<file path="src/rtl/mem_stage_sram_ctrl_if.sv">
// Bundle of MEM-stage request/response signals and the 16-bit SRAM pin signals.
// The slave modport belongs to the controller; the master modport belongs to the pipeline/board side.
interface mem_stage_sram_ctrl_if;
  logic        MEM_R_en;
  logic        MEM_W_en;
  logic [31:0] ALU_result;
  logic [31:0] ST_value;
  logic [31:0] MEM_R_value;
  logic        ready;
  logic [17:0] sram_addr;
  logic [15:0] sram_dq_out;
  logic        sram_dq_oe;
  logic        sram_we_n;
  logic [15:0] sram_dq_in;

  modport slave (
    input  MEM_R_en, MEM_W_en, ALU_result, ST_value, sram_dq_in,
    output MEM_R_value, ready, sram_addr, sram_dq_out, sram_dq_oe, sram_we_n
  );

  modport master (
    output MEM_R_en, MEM_W_en, ALU_result, ST_value, sram_dq_in,
    input  MEM_R_value, ready, sram_addr, sram_dq_out, sram_dq_oe, sram_we_n
  );
endinterface

</file>
<file path="src/rtl/mem_stage_sram_ctrl.sv">
// MEM-stage controller that splits each 32-bit load/store into two 16-bit SRAM accesses.
// Each access stalls the pipeline until a single-cycle DONE state.
module mem_stage_sram_ctrl #(
  parameter logic [31:0] BASE_ADDR   = 32'd1024,
  parameter int unsigned WAIT_CYCLES = 1
) (
  input logic                   clk,
  input logic                   rst,
  mem_stage_sram_ctrl_if.slave  bus
);

  localparam logic [2:0] WaitInit = 3'(WAIT_CYCLES);
  // With zero wait cycles the single cycle of a phase is also its last, so no strobe is issued.
  localparam logic WeNFirst = (WAIT_CYCLES != 0) ? 1'b0 : 1'b1;

  typedef enum logic [1:0] {StIdle, StLo, StHi, StDone} state_e;

  state_e      state_q;
  logic [2:0]  cnt_q;
  logic [31:0] r_value_q;
  logic [17:0] sram_addr_q;
  logic [15:0] sram_dq_out_q;
  logic        sram_dq_oe_q;
  logic        sram_we_n_q;

  logic        req;
  logic        is_store;
  logic        is_load;
  logic [31:0] offset;
  logic [16:0] word;
  logic        unused_offset;

  assign req      = bus.MEM_R_en | bus.MEM_W_en;
  assign is_store = bus.MEM_W_en;
  assign is_load  = bus.MEM_R_en & ~bus.MEM_W_en;
  assign offset   = bus.ALU_result - BASE_ADDR;
  assign word     = offset[18:2];
  assign unused_offset = ^{offset[31:19], offset[1:0]};

  assign bus.ready       = ((state_q == StIdle) && !req) || (state_q == StDone);
  assign bus.MEM_R_value = r_value_q;
  assign bus.sram_addr   = sram_addr_q;
  assign bus.sram_dq_out = sram_dq_out_q;
  assign bus.sram_dq_oe  = sram_dq_oe_q;
  assign bus.sram_we_n   = sram_we_n_q;

  always_ff @(posedge clk or posedge rst) begin
    if (rst) begin
      state_q       <= StIdle;
      cnt_q         <= 3'd0;
      r_value_q     <= 32'd0;
      sram_addr_q   <= 18'd0;
      sram_dq_out_q <= 16'd0;
      sram_dq_oe_q  <= 1'b0;
      sram_we_n_q   <= 1'b1;
    end else begin
      unique case (state_q)
        StIdle: begin
          if (req) begin
            state_q       <= StLo;
            cnt_q         <= WaitInit;
            sram_addr_q   <= {word, 1'b0};
            sram_dq_out_q <= bus.ST_value[15:0];
            sram_dq_oe_q  <= is_store;
            sram_we_n_q   <= is_store ? WeNFirst : 1'b1;
          end
        end
        StLo: begin
          if (cnt_q == 3'd0) begin
            if (is_load) r_value_q[15:0] <= bus.sram_dq_in;
            state_q       <= StHi;
            cnt_q         <= WaitInit;
            sram_addr_q   <= {word, 1'b1};
            sram_dq_out_q <= bus.ST_value[31:16];
            sram_dq_oe_q  <= is_store;
            sram_we_n_q   <= is_store ? WeNFirst : 1'b1;
          end else begin
            cnt_q       <= cnt_q - 3'd1;
            // Release the strobe for the last cycle of the phase to hold address past write end.
            sram_we_n_q <= !(is_store && (cnt_q != 3'd1));
          end
        end
        StHi: begin
          if (cnt_q == 3'd0) begin
            if (is_load) r_value_q[31:16] <= bus.sram_dq_in;
            state_q      <= StDone;
            sram_dq_oe_q <= 1'b0;
            sram_we_n_q  <= 1'b1;
          end else begin
            cnt_q       <= cnt_q - 3'd1;
            sram_we_n_q <= !(is_store && (cnt_q != 3'd1));
          end
        end
        StDone: begin
          state_q <= StIdle;
        end
      endcase
    end
  end

endmodule

</file>
<file path="src/flat_wrapper.sv">
// flat-port wrapper written by rule: the top's interface ports become plain ports
module mem_stage_sram_ctrl_flat 
#(
  parameter logic [31:0] BASE_ADDR   = 32'd1024,
  parameter int unsigned WAIT_CYCLES = 1
)
  (clk, rst, bus_MEM_R_en, bus_MEM_W_en, bus_ALU_result, bus_ST_value, bus_sram_dq_in, bus_MEM_R_value, bus_ready, bus_sram_addr, bus_sram_dq_out, bus_sram_dq_oe, bus_sram_we_n);
  mem_stage_sram_ctrl_if bus_i ();
  input logic clk;
  input logic rst;
  input wire logic [$bits(bus_i.MEM_R_en)-1:0] bus_MEM_R_en;
  input wire logic [$bits(bus_i.MEM_W_en)-1:0] bus_MEM_W_en;
  input wire logic [$bits(bus_i.ALU_result)-1:0] bus_ALU_result;
  input wire logic [$bits(bus_i.ST_value)-1:0] bus_ST_value;
  input wire logic [$bits(bus_i.sram_dq_in)-1:0] bus_sram_dq_in;
  output wire logic [$bits(bus_i.MEM_R_value)-1:0] bus_MEM_R_value;
  output wire logic [$bits(bus_i.ready)-1:0] bus_ready;
  output wire logic [$bits(bus_i.sram_addr)-1:0] bus_sram_addr;
  output wire logic [$bits(bus_i.sram_dq_out)-1:0] bus_sram_dq_out;
  output wire logic [$bits(bus_i.sram_dq_oe)-1:0] bus_sram_dq_oe;
  output wire logic [$bits(bus_i.sram_we_n)-1:0] bus_sram_we_n;
  assign bus_i.MEM_R_en = bus_MEM_R_en;
  assign bus_i.MEM_W_en = bus_MEM_W_en;
  assign bus_i.ALU_result = bus_ALU_result;
  assign bus_i.ST_value = bus_ST_value;
  assign bus_i.sram_dq_in = bus_sram_dq_in;
  assign bus_MEM_R_value = bus_i.MEM_R_value;
  assign bus_ready = bus_i.ready;
  assign bus_sram_addr = bus_i.sram_addr;
  assign bus_sram_dq_out = bus_i.sram_dq_out;
  assign bus_sram_dq_oe = bus_i.sram_dq_oe;
  assign bus_sram_we_n = bus_i.sram_we_n;
  mem_stage_sram_ctrl #(.BASE_ADDR(BASE_ADDR), .WAIT_CYCLES(WAIT_CYCLES)) u_core (.clk(clk), .rst(rst), .bus(bus_i));
endmodule
</file>
<file path="config.mk">
export PLATFORM = sky130hd
export DESIGN_NAME = mem_stage_sram_ctrl_flat
export DESIGN_NICKNAME = d
export VERILOG_FILES = /design/src/rtl/mem_stage_sram_ctrl_if.sv /design/src/rtl/mem_stage_sram_ctrl.sv /design/src/flat_wrapper.sv
export SDC_FILE = /design/constraint.sdc
export NUM_CORES = 1
export LEC_CHECK = 0
export BUFFER_PORTS_ARGS = -buffer_cell sky130_fd_sc_hd__buf_2
export CAP_MARGIN = 10
export CORE_ASPECT_RATIO = 0.5
export CORE_MARGIN = 2
export CORE_UTILIZATION = 50
export CTS_CLUSTER_DIAMETER = 40
export DETAILED_ROUTE_END_ITERATION = 7
export GPL_ROUTABILITY_DRIVEN = 0
export MAX_ROUTING_LAYER = met4
export PLACE_DENSITY = 0.85
export REMOVE_ABC_BUFFERS = 1
export SYNTH_ARGS = -nofsm -noshare
export SYNTH_HDL_FRONTEND = slang
export SYNTH_SLANG_ARGS = --single-unit
</file>
<file path="constraint.sdc">
create_clock -name clk -period 3.45 [get_ports clk]
set_input_delay 0.69 -clock clk [delete_from_list [all_inputs] [get_ports clk]]
set_output_delay 0.69 -clock clk [all_outputs]
set_load 0.005 [all_outputs]
</file>
==> impl_metrics.json, run 1 <==
{
  "required_ps": 2760,
  "path_class": "reg2out",
  "fillers": 466,
  "holdWs_ps": 320,
  "synth_mux_area_frac": 0.198,
  "dpl.cell_count": 479,
  "routed_wl_mm": 7.80,
  "drtIter0Drc": 104,
  "peakVddDrop_v": 0.000437,
  "grt_pass1_wl_mm": 12.5,
  "cp_data_arrival_time_ps": 1840,
  "dieArea_um2": 7190,
  "syn_inst": 261,
  "final_cells": 495,
  "yosysTopAreaCellShare": 0.555,
  "yosys_warnings": 0,
  "drive_gt1_frac": 0.514,
  "synth_simple_gate_area_frac": 0.0860,
  "rsz0062_at_grt": "no",
  "final_hold_viol_count": 0,
  "r2r-end": "u_core.bus.sram_addr[2]$_DFFE_PP0P_",
  "synth_compound_area_frac": 0.0713,
  "grt.overflow.total": 0,
  "slew_headroom": 0.485,
  "cts_htree_levels": 3,
  "post-route-period-util": 0.732,
  "hp-class": "in2async",
  "grt_pass1_vias": 2625,
  "worstReg2RegStart": "u_core.state_q[1]$_DFFE_PP0P_",
  "syn_avg_cell_area_um2": 12.4,
  "area_growth_syn_to_layout_pct": 34.3,
  "num_vias": 2560,
  "dieHeight_um": 61.0,
  "wl_per_cell_um": 15.8,
  "maxCapViolCount": 0,
  "syn-cell-area_um2": 3250,
  "remaining_drc_errors": 0,
  "max_freq_mhz": 396,
  "num_antenna_cells": 0,
  "yosys.area.top_type": "dfrtp_1",
  "final_antenna_net_count": 0,
  "drt_pass1_iterations": 4,
  "grt_max_degree": 59,
  "hpwl_mm": 5.70,
  "ys_ff_latch": 73,
  "synth-seq-area-share": 0.563,
  "cts_hold_buf": 0,
  "max_slew.worst_pin.slew_ps": 772,
  "p_leak_uw": 0.00213,
  "port_buffers": 137,
  "initial_core_util": 0.525,
  "setup-tns-final_ps": 0,
  "antenna_found_initial": 0,
  "cts_tree": "built",
  "clkSinkCount": 73,
  "worstSetupEndpointType": "output pin",
  "status": "complete, no violations",
  "layout.nets": 495,
  "synth_top_family_by_area": "multiplexers",
  "clock_path_buffers": 2,
  "cts_buffers": 9,
  "clkLatencyLatePin_ps": 330,
  "viasPerCell": 5.17,
  "num_io_pins": 153,
  "core_area_um2": 6180,
  "regToRegSetupSlack_ps": 1050,
  "reg2regPathDepth": 6,
  "grt_usage": 0.240,
  "cts.clk_slew.worst_paths_ps": 60,
  "synth_area_leaders": "dfrtp_1, mux2_2, mux2i_1, a21oi_1, nor2_1",
  "fin_crit_ps": 2530,
  "finClkSkew_ps": 7.44,
  "synth_xor_xnor_area_share": 0.0162,
  "synth.distinct_cells": 37,
  "synthAdderAreaFrac": 0.0347,
  "drv_slew": 0,
  "finalSetupViolations": 0,
  "postCtsSetupBuffers": 0,
  "die_x_um": 118,
  "p_per_area_nw_per_um2": 1000,
  "cp_max_fo": 7,
  "cp-start-kind": "flop",
  "clock-root-buffer": "clkbuf_16",
  "cts-resized-gates": 0,
  "fp-row-count": 20
}
==> per-stage QoR <==
| stage | setup slack, ps | utilization | total power (uW) | cell area, um2 |
|---|---|---|---|---|
| CTS | 907 | 0.705 | 4400 | 4360 |
| floorplan | -320 | - | 2580 | 3180 |
| finish | 924 | 0.705 | 4360 | 4360 |
| global route | 796 | 0.705 | 4670 | 4360 |
| detailed placement | 1100 | 0.650 | 3300 | 4020 |
| global placement | 1150 | 0.650 | 3170 | 4020 |
==> how the worst max path moves through the flow <==
stage	to	from	cells after the start	slack [ps]
2_1_floorplan	u_core.bus.sram_addr[1]$_DFFE_PP0P_	u_core.state_q[1]$_DFFE_PP0P_	5	-320
3_3_place_gp	bus_ready	bus_MEM_W_en	4	1150
3_5_place_dp	u_core.bus.sram_addr[8]$_DFFE_PP0P_	u_core.state_q[1]$_DFFE_PP0P_	6	1100
4_1_cts	bus_ready	u_core.state_q[0]$_DFFE_PP0P_	5	910
5_1_grt	bus_ready	u_core.state_q[0]$_DFFE_PP0P_	5	800
6_report	bus_ready	u_core.state_q[0]$_DFFE_PP0P_	5	920
==> cells by family (layout without fill, tap and decap cells) <==
group | Yosys count | count (layout)
flip-flops | 73 | 73
multiplexers | 59 | 59
AND/OR/NAND/NOR | 54 | 54
AO/OA/AOI/OAI | 40 | 40
buffers and inverters | 20 | 166
adder cells (fa/ha/maj) | 9 | 9
XOR/XNOR | 6 | 6
==> critical path, cell delays in order (launching register included) <==
cell and delay (ps):
dfrtp_1 400, inv_1 130, ha_1 200, nor3b_2 370, or2_2 270, buf_2 140
==> sequential cells by signal (all words and copies together) (netlist names) <==
| name | cells |
|---|---|
| u_core.cnt_q | 3 |
| u_core.bus.sram_we_n | 1 |
| u_core.bus.MEM_R_value | 32 |
| u_core.bus.sram_dq_out | 16 |
| u_core.bus.sram_dq_oe | 1 |
| u_core.bus.sram_addr | 18 |
| u_core.state_q | 2 |
==> cell usage after synthesis <==
cell,instances
o22ai_1,1
a211oi_2,1
nand2_1,5
or3b_2,1
o31ai_1,1
a21o_1,1
o21ai_0,3
dfstp_2,1
nand3_1,3
mux2i_1,17
nor3b_2,1
or4_4,1
o21bai_1,1
dfrtp_1,72
nor4b_4,1
nor2b_1,2
a221oi_1,1
nor3b_1,1
buf_4,1
nand3b_1,1
ha_1,9
xnor2_1,4
xor2_1,2
a2bb2oi_1,1
or2_2,1
a22o_1,1
a22oi_1,1
nand2b_1,1
mux2_2,42
a31oi_1,1
and4_1,1
nor2_1,34
a21oi_1,27
buf_6,1
nor4_2,1
buf_2,10
inv_1,8
==> layout by cell type (no fill, tap or decap), types with 2 or more instances in the layout <==
cell type,n
buf_2,137
dfrtp_1,72
mux2_2,42
nor2_1,34
a21oi_1,27
mux2i_1,17
ha_1,9
clkbuf_16,9
inv_1,7
nand2_1,5
buf_4,5
xnor2_1,4
o21ai_0,3
nand3_1,3
bufinv_16,3
xor2_1,2
nor2b_1,2
clkinv_2,2
==> report_power, final <==
part / switching [uW] / internal (uW) / total, uW
sequential: 236 / 1290 / 1530
clock: 351 / 707 / 1060
combinational: 903 / 871 / 1770
==> routing by layer <==
metal  global-route usage  vias to the layer above  part of all wire
met5                    -                        -                 0
li1                     -                     1195                 -
met1                0.237                     1270              0.37
met3               0.0836                       24             0.040
met4                0.126                        0             0.027
met2                0.438                       71              0.56
==> layout make-up <==
| type | count | area, um2 | share of cell area |
|---|---|---|---|
| timing repair buffer | 142 | 723 | 0.166 |
| multi-input combinational | 168 | 1330 | 0.304 |
| clock inverter | 7 | 118 | 0.0270 |
| clock buffer | 9 | 225 | 0.0516 |
| tap | 88 | 110 | 0.0253 |
| sequential | 73 | 1830 | 0.419 |
| inverter | 8 | 30.0 | 0.00689 |
No activity file was read; power rests on OpenSTA's default activity.
==> run 2: changes to the inputs <==
--- a/config.mk
+++ b/config.mk
@@ -9,12 +9,12 @@
 export CAP_MARGIN = 10
 export CORE_ASPECT_RATIO = 0.5
 export CORE_MARGIN = 2
-export CORE_UTILIZATION = 50
+export CORE_UTILIZATION = 46
 export CTS_CLUSTER_DIAMETER = 40
 export DETAILED_ROUTE_END_ITERATION = 7
 export GPL_ROUTABILITY_DRIVEN = 0
 export MAX_ROUTING_LAYER = met4
-export PLACE_DENSITY = 0.85
+export PLACE_DENSITY = 0.79
 export REMOVE_ABC_BUFFERS = 1
 export SYNTH_ARGS = -nofsm -noshare
 export SYNTH_HDL_FRONTEND = slang
==> constraint.sdc (replaced) <==
create_clock -name clk -period 2.39 [get_ports clk]
set_input_delay 0.478 -clock clk [delete_from_list [all_inputs] [get_ports clk]]
set_output_delay 0.478 -clock clk [all_outputs]
set_load 0.005 [all_outputs]
==> run 2 against run 1 <==
Effect of this change:
- sequential share of layout area barely moved
- clock power rose by 25%
- combinational power rose by 46%
- worst setup slack got worse by 770 ps
- critical endpoint unchanged
==> impl_metrics.json, run 2 (synthesis results as in run 1) <==
{
  "path_cells": "inv_1 -> ha_1 -> nor3b_4 -> or2_2 -> buf_2",
  "num_io_pins": 153,
  "power_switching_uw": 2070,
  "combPwrFrac": 0.424,
  "routed_wl_mm": 7.09,
  "regToRegSetupSlack_ps": 360,
  "area_growth_syn_to_layout_pct": 34.2,
  "slew_headroom": 0.671,
  "drv_slew": 0,
  "hp-class": "in2async",
  "rsz0062_at_grt": "no",
  "r2r-end": "u_core.bus.sram_addr[12]$_DFFE_PP0P_",
  "initial_core_util": 0.481,
  "fin_crit_ps": 2240,
  "clock-root-buffer": "clkbuf_16",
  "critPathBufInv": 2,
  "grt_pass1_wl_mm": 11.6,
  "drive_gt1_frac": 0.515,
  "cp_max_fo": 7,
  "cts_htree_levels": 3,
  "holdWs_ps": 233,
  "dpl_cell_area_um2": 4050,
  "clkLatencyLatePin_ps": 330,
  "cts_buffers": 9,
  "cp_data_arrival_time_ps": 1760,
  "cp_slowest_cell": "dfrtp_1",
  "worstReg2RegStart": "u_core.state_q[1]$_DFFE_PP0P_",
  "antenna_found_initial": 0,
  "grt_pass1_vias": 2428,
  "swShare": 0.340,
  "cp-start-kind": "flop",
  "dieArea_um2": 7780,
  "grt_usage": 0.201,
  "worstSetupEndpointType": "output pin",
  "crit_start": "u_core.state_q[0]$_DFFE_PP0P_",
  "crit_cells": 5,
  "post-route-period-util": 0.937,
  "final_common_cell": "buf_2",
  "grt_max_degree": 40,
  "remaining_drc_errors": 0,
  "layout.nets": 499,
  "drtIter0Drc": 82,
  "p_int_uw": 4020,
  "p_leak_uw": 0.00214,
  "peakVddDrop_v": 0.000658,
  "finalSetupViolations": 0,
  "viasPerCell": 4.88,
  "die_x_um": 123,
  "final_hold_viol_count": 0,
  "clkSinkCount": 73,
  "drt_pass1_iterations": 4,
  "reg2regPathDepth": 8,
  "fillers": 551,
  "cts_tree": "built",
  "critPathTopFamily": "simple AND/OR/NAND/NOR gates",
  "clkPwrFrac": 0.218,
  "required_ps": 1910,
  "cts_hold_buf": 0,
  "critPathMaxStageDelay_ps": 400,
  "final_antenna_net_count": 0,
  "num_antenna_cells": 0,
  "largest_reg_flops": 32,
  "p_seq_frac": 0.358,
  "fp-row-count": 21,
  "hpwl_mm": 5.33,
  "clock_path_buffers": 2,
  "dieHeight_um": 63.4,
  "status": "complete, no violations",
  "p_per_area_nw_per_um2": 1400,
  "grt.overflow.total": 0,
  "worstSetupEndpoint": "bus_ready",
  "port_buffers": 137,
  "design_area_um2": 4360,
  "path_class": "reg2out",
  "mostFrequentLayoutCells": "buf_2, dfrtp_1, mux2_2",
  "maxCapViolCount": 0,
  "max_slew.worst_pin.slew_ps": 493,
  "cts.clk_slew.worst_paths_ps": 50,
  "finClkSkew_ps": 5.51,
  "core_area_um2": 6750,
  "max_freq_mhz": 446,
  "wl_per_cell_um": 14.1,
  "num_vias": 2449
}
-- run 2: changes by cell type in the layout (fill, tap and decap cells not counted), sizes merged --
cell,previous run,this run
bufinv,3,1
buf,142,146
clkinv,3,2
clkbuf,9,12
inv,9,8
-- run 2: worst min-delay path by stage --
stage / to / startpoint / depth (start not counted)
final: u_core.bus.sram_addr[7]$_DFFE_PP0P_ / rst / 3
after global routing: u_core.bus.sram_addr[8]$_DFFE_PP0P_ / rst / 3
after CTS: u_core.bus.sram_addr[4]$_DFFE_PP0P_ / rst / 3
after detailed placement: u_core.bus.sram_addr[4]$_DFFE_PP0P_ / u_core.bus.sram_addr[4]$_DFFE_PP0P_ / 1
after global placement: u_core.bus.sram_addr[0]$_DFFE_PP0P_ / u_core.bus.sram_addr[0]$_DFFE_PP0P_ / 2
after floorplan: u_core.bus.sram_addr[0]$_DFFE_PP0P_ / u_core.bus.sram_addr[0]$_DFFE_PP0P_ / 2
-- run 2: worst min-delay path, cell delays in order --
cell and delay [ps]:
buf_2 100, inv_2 40, buf_4 360
-- run 2: metrics by stage --
stage	worst slack [ps]	utilization	instances	power (uW)	TNS (ps)
6_report	150	0.645	502	6090	0
5_1_grt	48.4	0.645	502	6540	0
3_3_place_gp	429	0.600	487	4680	0
2_1_floorplan	-1380	-	249	3730	-39870
4_1_cts	72.2	0.644	502	6150	0
3_5_place_dp	384	0.600	487	4800	0
-- run 2: layout make-up --
cell class              count  area [um2]  share of cell area
well taps                  92         115              0.0264
inverters                   8        30.0             0.00689
flip-flops and latches     73        1830               0.420
repair buffers            146         753               0.173
multi-input cells         168        1330               0.306
clock inverters             3        40.0             0.00919
clock buffers              12         256              0.0589
-- run 2: power by group through the flow --
stage | clock, uW | sequential [uW] | combinational (uW)
after CTS | 1360 | 2180 | 2610
after floorplan | 0 | 2240 | 1490
after detailed placement | 0 | 2200 | 2610
after global routing | 1410 | 2260 | 2870
final | 1330 | 2180 | 2580
after global placement | 0 | 2150 | 2520
-- run 2: metal layers --
| metal | up-vias | share of wire | track usage |
|---|---|---|---|
| met4 | 0 | 0.019 | 0.105 |
| met3 | 11 | 0.047 | 0.0471 |
| li1 | 1197 | - | - |
| met2 | 66 | 0.51 | 0.327 |
| met5 | - | 0 | - |
| met1 | 1175 | 0.42 | 0.233 |
-- run 2: what timing repair did --
action / CTS / global route
setup endpoints to repair: 0 / 1
endpoints found under the hold margin: 0 / 0
gates resized for setup: 0 / 1
setup buffers: 0 / 0
